### src/rtl/accel_array_ctrl_pkg.sv
// Shared types and constants for the memristive array sequencer.
// The strobe decode lives here so the FSM can register it alongside the state it moves into.
package accel_pkg;

    localparam int unsigned AddrW = 5;
    localparam int unsigned DataW = 4;

    typedef enum logic [1:0] {
        INFER = 2'b00,
        RDREG = 2'b01,
        RDMEM = 2'b10,
        PROG  = 2'b11
    } accel_op_e;

    typedef enum logic [2:0] {
        IDLE,
        SETUP,
        PULSE,
        HOLD,
        RESP
    } accel_state_e;

    typedef struct packed {
        logic cbl;
        logic cblen;
        logic csl;
        logic cwl;
    } strobe_t;

    // Strobe levels that apply while the FSM sits in state st.
    function automatic strobe_t strobes_for(input accel_op_e op, input logic data,
                                            input accel_state_e st);
        strobe_t s;
        logic    phase;
        logic    pulse;
        s     = '0;
        phase = (st == SETUP) || (st == PULSE) || (st == HOLD);
        pulse = (st == PULSE);
        case (op)
            PROG: begin
                s.cblen = phase;
                s.cbl   = phase & data;
                s.cwl   = pulse;
            end
            RDMEM:   s.csl = pulse;
            INFER: begin
                s.cbl = phase;
                s.csl = pulse;
            end
            default: s = '0;
        endcase
        return s;
    endfunction

endpackage

### src/rtl/accel_array_ctrl_sync2.sv
// Two-flop synchronizer for the asynchronous chip data bus.
module accel_sync2 #(
    parameter int unsigned Width = 1
) (
    input  logic             clk_i,
    input  logic             rst_ni,
    input  logic [Width-1:0] d_i,
    output logic [Width-1:0] q_o
);

    logic [Width-1:0] meta_q;
    logic [Width-1:0] sync_q;

    always_ff @(posedge clk_i or negedge rst_ni) begin
        if (!rst_ni) begin
            meta_q <= '0;
            sync_q <= '0;
        end else begin
            meta_q <= d_i;
            sync_q <= meta_q;
        end
    end

    assign q_o = sync_q;

endmodule

### src/rtl/accel_array_ctrl.sv
// Command sequencer for the off-chip memristive accelerator: setup/pulse/hold strobe
// phases per command, then a registered response carrying the synchronized bit_out.
module accel_array_ctrl
    import accel_pkg::*;
#(
    parameter int unsigned SetupCycles = 2,
    parameter int unsigned HoldCycles  = 3,
    parameter int unsigned PulseW      = 8
) (
    input  logic              clk_i,
    input  logic              rst_ni,
    input  logic              cmd_valid_i,
    output logic              cmd_ready_o,
    input  logic [1:0]        cmd_op_i,
    input  logic [AddrW-1:0]  cmd_col_i,
    input  logic [AddrW-1:0]  cmd_row_i,
    input  logic              cmd_data_i,
    input  logic [PulseW-1:0] pulse_len_i,
    output logic              rsp_valid_o,
    input  logic              rsp_ready_i,
    output logic [DataW-1:0]  rsp_data_o,
    output logic              busy_o,
    input  logic [DataW-1:0]  bit_out_i,
    output logic [1:0]        instructions_o,
    output logic [AddrW-1:0]  addr_col_o,
    output logic [AddrW-1:0]  addr_row_o,
    output logic              cbl_o,
    output logic              cblen_o,
    output logic              csl_o,
    output logic              cwl_o
);

    localparam int unsigned PhaseMax = (SetupCycles > HoldCycles) ? SetupCycles : HoldCycles;
    localparam int unsigned PhaseW   = $clog2(PhaseMax + 1);
    localparam int unsigned CntW     = (PulseW > PhaseW) ? PulseW : PhaseW;

    accel_state_e      state_q;
    logic [CntW-1:0]   cnt_q;
    accel_op_e         op_q;
    logic              data_q;
    logic [PulseW-1:0] pulse_q;
    logic [AddrW-1:0]  col_q;
    logic [AddrW-1:0]  row_q;
    strobe_t           strb_q;
    logic              cmd_ready_q;
    logic              busy_q;
    logic              rsp_valid_q;
    logic [DataW-1:0]  rsp_data_q;
    logic [DataW-1:0]  bit_sync;

    accel_sync2 #(
        .Width(DataW)
    ) u_sync (
        .clk_i (clk_i),
        .rst_ni(rst_ni),
        .d_i   (bit_out_i),
        .q_o   (bit_sync)
    );

    function automatic logic [CntW-1:0] eff_len(input logic [PulseW-1:0] len);
        return (len == '0) ? CntW'(1) : CntW'(len);
    endfunction

    // Outputs are loaded with the values of the state being entered, so every pin is a flop.
    always_ff @(posedge clk_i or negedge rst_ni) begin
        if (!rst_ni) begin
            state_q     <= IDLE;
            cnt_q       <= '0;
            op_q        <= INFER;
            data_q      <= 1'b0;
            pulse_q     <= '0;
            col_q       <= '0;
            row_q       <= '0;
            strb_q      <= '0;
            cmd_ready_q <= 1'b1;
            busy_q      <= 1'b0;
            rsp_valid_q <= 1'b0;
            rsp_data_q  <= '0;
        end else begin
            case (state_q)
                IDLE: begin
                    if (cmd_valid_i) begin
                        op_q        <= accel_op_e'(cmd_op_i);
                        data_q      <= cmd_data_i;
                        pulse_q     <= pulse_len_i;
                        col_q       <= cmd_col_i;
                        row_q       <= cmd_row_i;
                        cmd_ready_q <= 1'b0;
                        busy_q      <= 1'b1;
                        if (SetupCycles == 0) begin
                            state_q <= PULSE;
                            cnt_q   <= eff_len(pulse_len_i);
                            strb_q  <= strobes_for(accel_op_e'(cmd_op_i), cmd_data_i, PULSE);
                        end else begin
                            state_q <= SETUP;
                            cnt_q   <= CntW'(SetupCycles);
                            strb_q  <= strobes_for(accel_op_e'(cmd_op_i), cmd_data_i, SETUP);
                        end
                    end
                end
                SETUP: begin
                    if (cnt_q == CntW'(1)) begin
                        state_q <= PULSE;
                        cnt_q   <= eff_len(pulse_q);
                        strb_q  <= strobes_for(op_q, data_q, PULSE);
                    end else begin
                        cnt_q <= cnt_q - CntW'(1);
                    end
                end
                PULSE: begin
                    if (cnt_q == CntW'(1)) begin
                        state_q <= HOLD;
                        cnt_q   <= CntW'(HoldCycles);
                        strb_q  <= strobes_for(op_q, data_q, HOLD);
                    end else begin
                        cnt_q <= cnt_q - CntW'(1);
                    end
                end
                HOLD: begin
                    if (cnt_q == CntW'(1)) begin
                        state_q     <= RESP;
                        cnt_q       <= '0;
                        strb_q      <= '0;
                        rsp_valid_q <= 1'b1;
                        rsp_data_q  <= (op_q == PROG) ? '0 : bit_sync;
                    end else begin
                        cnt_q <= cnt_q - CntW'(1);
                    end
                end
                RESP: begin
                    if (rsp_ready_i) begin
                        state_q     <= IDLE;
                        rsp_valid_q <= 1'b0;
                        rsp_data_q  <= '0;
                        op_q        <= INFER;
                        col_q       <= '0;
                        row_q       <= '0;
                        busy_q      <= 1'b0;
                        cmd_ready_q <= 1'b1;
                    end
                end
                default: begin
                    state_q     <= IDLE;
                    strb_q      <= '0;
                    busy_q      <= 1'b0;
                    cmd_ready_q <= 1'b1;
                    rsp_valid_q <= 1'b0;
                end
            endcase
        end
    end

    assign cmd_ready_o    = cmd_ready_q;
    assign busy_o         = busy_q;
    assign rsp_valid_o    = rsp_valid_q;
    assign rsp_data_o     = rsp_data_q;
    assign instructions_o = op_q;
    assign addr_col_o     = col_q;
    assign addr_row_o     = row_q;
    assign cbl_o          = strb_q.cbl;
    assign cblen_o        = strb_q.cblen;
    assign csl_o          = strb_q.csl;
    assign cwl_o          = strb_q.cwl;

endmodule

### config.mk
export PLATFORM = sky130hd
export DESIGN_NAME = accel_array_ctrl
export DESIGN_NICKNAME = d
export VERILOG_FILES = /design/src/rtl/accel_array_ctrl_pkg.sv /design/src/rtl/accel_array_ctrl_sync2.sv /design/src/rtl/accel_array_ctrl.sv
export SDC_FILE = /design/constraint.sdc
export NUM_CORES = 1
export LEC_CHECK = 0
export CORE_MARGIN = 5
export CORE_UTILIZATION = 50
export CTS_CLUSTER_SIZE = 30
export DETAILED_ROUTE_END_ITERATION = 6
export DONT_BUFFER_PORTS = 1
export PLACE_DENSITY = 0.71
export SYNTH_ARGS = -nofsm -noshare
export SYNTH_HDL_FRONTEND = slang
export SYNTH_SLANG_ARGS = --single-unit
export TNS_END_PERCENT = 30
### constraint.sdc
create_clock -name clk_i -period 2.79 [get_ports clk_i]
set_clock_uncertainty 0.15 [all_clocks]
set_input_delay 0.558 -clock clk_i [delete_from_list [all_inputs] [get_ports clk_i]]
set_output_delay 0.558 -clock clk_i [all_outputs]
set_load 0.03 [all_outputs]
Word-level counts from Yosys, hierarchy flattened
Index checks and enable logic that the tools add are counted.

word-level totals
  logic and storage cells = 94
  bits of input ports = 29
  bits in registers = 51
  output and inout bits = 23

cells by class
  equal/unequal tests = 13
  reduce and logical (&&, ||, !) cells = 18
  $add $sub $neg = 1
  bitwise gates (word level) = 3
  multiplexer cells = 42

operator list
  cell                                                                 number
  8-bit two-way mux                                                    5
  8-bit one-hot mux with 4 select lines                                1
  4-bit two-way mux                                                    7
  4-bit one-hot mux with 5 select lines                                1
  5-bit one-hot mux with 2 select lines                                2
  3-bit two-way mux                                                    5
  5-bit two-way mux                                                    3
  3-bit one-hot mux with 5 select lines                                1
  3-bit AND reduction                                                  4
  2-bit inequality test (second input constant)                        5
  5-bit AND reduction                                                  2
  1-bit one-hot mux with 3 select lines                                3
  8-bit by 1-bit == test with 1-bit output (second input constant)     1
  8-bit zero test                                                      1
  1-bit two-way mux                                                    8
  4-bit one-hot mux with 2 select lines                                1
  8-bit by 1-bit subtractor with 8-bit output (second input constant)  1
  2-bit == test (second input constant)                                3
  3-bit by 2-bit == test with 1-bit output (second input constant)     2
  3-bit OR reduction                                                   2
  2-bit zero test                                                      2
  2-bit two-way mux                                                    2
  1-bit one-hot mux with 2 select lines                                2
  2-bit one-hot mux with 2 select lines                                1
  other kinds (8)                                                      12

Logic depth before layout (Yosys ltp)
  depth in word-level cells = 5
  mapped depth = 6
  depth with buffers taken out = 6

Modules after synthesis
Synthesis repeated with hierarchy kept, for this count alone.

unflattened totals
  cell total of the unflattened synthesis = 216
  area, all modules = 2,378.5 um^2

by module, submodules not included
  module            area each (um^2)  cells each  instances
  accel_array_ctrl  2,178.3           208         1
  accel_sync2       200.2             8           1

Worst setup path before layout
OpenSTA, ideal clock, no wires.

  path kind = flip-flop to flip-flop
  start = reg cnt_q[1]
  end = reg strb_q, in the netlist cbl_o
  clock period less this slack = 2.072 ns
  cell stages (with the launch flop) = 7
  buffers on the path = 0
  data required time = 2.512 ns
  arrival time = 1.794 ns
  path slack = 0.718 ns
  path through = dfrtp_1 -> inv_1 -> ha_1 -> or4b_4 -> nor2_8 -> o22ai_4 -> mux2_1

on the way
  longest elaborated chain between the ends = 3
  elaborated cells between the ends (all ways) = 5

RTL lines
  item                                          line                                                                       RTL
  from (decl)                                   accel_array_ctrl.sv:38                                                     logic [CntW-1:0] cnt_q;
  from (signal assigned)                        accel_array_ctrl.sv:92                                                     cnt_q <= eff_len(pulse_len_i);
  from (signal assigned)                        accel_array_ctrl.sv:96                                                     cnt_q <= CntW'(SetupCycles);
  from (signal assigned)                        accel_array_ctrl.sv:104                                                    cnt_q <= eff_len(pulse_q);
  8-bit by 1-bit == test with 1-bit output (*)  accel_array_ctrl.sv:102, accel_array_ctrl.sv:111, accel_array_ctrl.sv:120
  2-bit inequality test (no line)               --
  5-bit AND reduction (no line) (*)             --
  to (signal assigned)                          accel_array_ctrl.sv:97                                                     strb_q <= strobes_for(accel_op_e'(cmd_op_i), cmd_data_i, SETUP);
  to (signal assigned)                          accel_array_ctrl.sv:105                                                    strb_q <= strobes_for(op_q, data_q, PULSE);
  to (signal assigned)                          accel_array_ctrl.sv:114                                                    strb_q <= strobes_for(op_q, data_q, HOLD);
  to (decl)                                     accel_array_ctrl.sv:44                                                     strobe_t strb_q;

Mark *: on every way between the ends. The rest lies on a longest branch, timed or not.
A chain may end at the register's enable or synchronous reset.

Worst setup path in the final report
Same ends and word-level chain as after synthesis.

==> results.md <==
* Share of cells above drive strength 1 at 15.5%
* Pre-CTS setup slack at 0.593 ns
* Final setup viols at 0
* CP max FO at 8
* Fin cells at 286
* CTS max path bufs at 2
* Detailed Route WL at 4780 um
* Worst Path Required at 2.83 ns
* Max Freq at 0.446 GHz
* Status: finished, final reports clean
* Switching part of the total at 42.3%
* Commonest non-fill, non-tap cells in the layout: dfrtp_1 (50), nand2_1 (17), inv_1 (13)
* Clock power frac at 17.4%
* Post-CTS Setup Bufs at 0
* Relative slew slack at 58.6%
* Number of diodes at 0
* Synthesis Warnings at 0
* Setup Crit Path Kind: reg -> reg
* TritonCTS clock tree: done
* Worst Hold Path EP: u_sync.meta_q[1]
* Post-route setup TNS at 0 ns
* Crit start category: flop
* Reg2reg end: cbl_o
* Max Cap Viol at 0
* H-tree levels at 2
* Combinational Power Share at 32.2%
* Detail Placement HPWL at 3360 um
* Initial Utilization at 51.4%
* Vias in the first global route at 1,636
* Mux contribution to synthesized area at 9.02%
* Layout area overhead at 9.38%
* Critical Path AT at 2.28 ns
* Final Hold Viols at 0
* First-pass GRT wire length at 7970 um
* Critical R2R Launch: cnt_q[1]
* R2R cell count at 6
* DR DRC count at 0
* Num CTS Buffers at 5
* Wire length per cell at 16.7 um
* Max IR drop VDD at 0.000558 V
* Via density per instance at 5.80
* Post-Synth Adder-Cell Area at 3.61%
* Final Slew Violations at 0
* Die area at 0.00635 mm2
* I/O Pins at 52
* DR vias at 1,659
* Power Dens Cells at 1170 mW/mm2
* CTS Sinks at 51
* Sequential Power Share at 50.4%
* Asr flop ratio synth at 100%
* Drt first pass iters at 4
* Netlist cell types at 47
* Synthesized area at 0.00243 mm2
* Antenna violations before repair at 0
* Number of flops mapped to enable cells by yosys at 0
* Root buffer cell: clkbuf_8
* Die height at 79.7 um
* Post-synthesis sequential area ratio at 52.6%
* Grt total ovfl at 0
* Leak at 1.23 nW
* Worst-path clk slew at 0.09 ns
* ANT nets after route at 0
* Top_reg_cell synth: dfrtp_1
* Latest clock arrival within the worst-skew pair at 0.30 ns
* Final instance area at 0.00266 mm2
* FF+latch count, synth at 51
* Largest net degree at the start of global routing at 52
* Syn_nets at 251
* Final hold slack at 0.126 ns
* Tot GR Track Use at 15.8%
* Setup crit end kind: flop
* Placed instance count at 276
* Minimum clock period at 2.24 ns
* WHS Path Cells at 0
* GPL Wtd Cong at 0.804
* Post-Synthesis Cells at 215
* Simple-gate share of the synthesized area at 14.1%
* Nets@finish at 254
* Largest family of logic cells by synthesized area: compound AO/OA/AOI/OAI gates
* Slew @ Worst Pin at 0.620 ns
* Most common cell after layout, fill and taps aside: dfrtp_1
* Buffers on Ports at 0
* RSZ-0062 raised after global routing: no
* Final Cycle Share at 80.3%
* Synth Area in XOR/XNOR at 0.721%
* HP Start: bit_out_i[1]
* Die W at 79.7 um
* Synth Area in Compound Gates at 16.4%
* Core area at 0.00472 mm2
* Reg-to-reg slack, setup at 0.55 ns
* Avg Synthesized Cell Area at 11.3 um2
* Hold Crit Class: in -> reg
* Placed Area at 0.00250 mm2
* P_sw at 1.32 mW
* Starting DRT DRC Count at 97
* Int Power at 1.80 mW
* Rows at 25
* Worst setup margin at 0.549 ns
power groups by stage:
stage	Clock, mW	Sequential, mW	Combinational (mW)
floorplan	0	1.47	0.854
CTS	0.555	1.57	1.01
detailed placement	0	1.58	0.983
finish	0.542	1.57	1.01
global route	0.582	1.61	1.13
global placement	0	1.58	0.958
per-layer routing:
| metal | up-vias | share of wire [%] | GRT usage (%) |
|---|---|---|---|
| met4 | 0 | 1.0 | 3.61 |
| met5 | - | 0 | 0 |
| met3 | 6 | 9.5 | 6.43 |
| met2 | 79 | 46 | 24.4 |
| li1 | 778 | - | - |
| met1 | 796 | 43 | 20.9 |
Yosys cell counts (3+ instances only):
library cell | number | area share [%]
dfrtp_1 | 50 | 52
nand3_1 | 6 | 1.2
inv_1 | 13 | 2.0
nand2_1 | 17 | 2.6
nor2_1 | 8 | 1.2
a21oi_1 | 10 | 2.1
buf_2 | 3 | 0.62
clkbuf_1 | 6 | 0.93
nor2b_1 | 6 | 1.5
or4_1 | 3 | 0.93
o21ai_0 | 12 | 2.5
o31ai_1 | 3 | 0.93
mux2_2 | 10 | 4.6
a211oi_1 | 3 | 0.93
ha_1 | 7 | 3.6
a22o_1 | 12 | 4.3
mux2i_1 | 8 | 3.3
a31oi_1 | 3 | 0.77
metrics by stage:
step                util (%)  total power, mW
finish                  56.2             3.12
global route            56.2             3.33
CTS                     56.2             3.14
detailed placement      52.9             2.56
global placement        52.9             2.54
floorplan                  -             2.33
logic make-up (layout without fill, tap and decap cells):
logic type	after synthesis	in the layout
buffers and inverters	22	26
DFF	51	51
AOI/OAI and AO/OA	54	54
and+or+nand+nor	59	59
xor gates and xnor gates	2	2
adders and majority gates	7	7
muxes	20	20
critical path, cell delays in order (launching register included):
cell and delay [ns]:
dfrtp_1 0.44, inv_1 0.10, ha_1 0.24, or4b_4 0.54, nor2_8 0.21, o22ai_4 0.12
mux2_1 0.33
what timing repair did:
action / in CTS / in global routing
endpoints found under the hold margin: 51 / 0
gates resized for setup: 0 / 0
hold buffers: 2 / 0
setup endpoints to repair: 0 / 0
state kept, by name, summed over array words and instances, names as in the netlist, 2 cells and up:
signal	cells
rsp_data_o	4
addr_row_o	5
pulse_q	8
state_q	3
u_sync.meta_q	4
cnt_q	8
instructions_o	2
u_sync.q_o	4
addr_col_o	5
area by class of cell:
| class | instances | area, um2 |
|---|---|---|
| repair buffers | 5 | 60.1 |
| multi-input cells | 142 | 1060 |
| inverters | 13 | 48.8 |
| well taps | 67 | 83.8 |
| fillers | 395 | 2070 |
| clock inverters | 2 | 38.8 |
| clock buffers | 6 | 82.6 |
| flip-flops and latches | 51 | 1280 |
worst max path at each step:
stage / from / end / slack, ns
floorplan: cnt_q[1] / cbl_o / 0.72
global placement: cnt_q[1] / cbl_o / 0.64
detailed placement: cnt_q[1] / cbl_o / 0.59
CTS: cnt_q[1] / cbl_o / 0.55
global route: cnt_q[1] / cnt_q[1] / 0.42
finish: cnt_q[1] / cbl_o / 0.55
No activity file was read; power rests on OpenSTA's default activity.
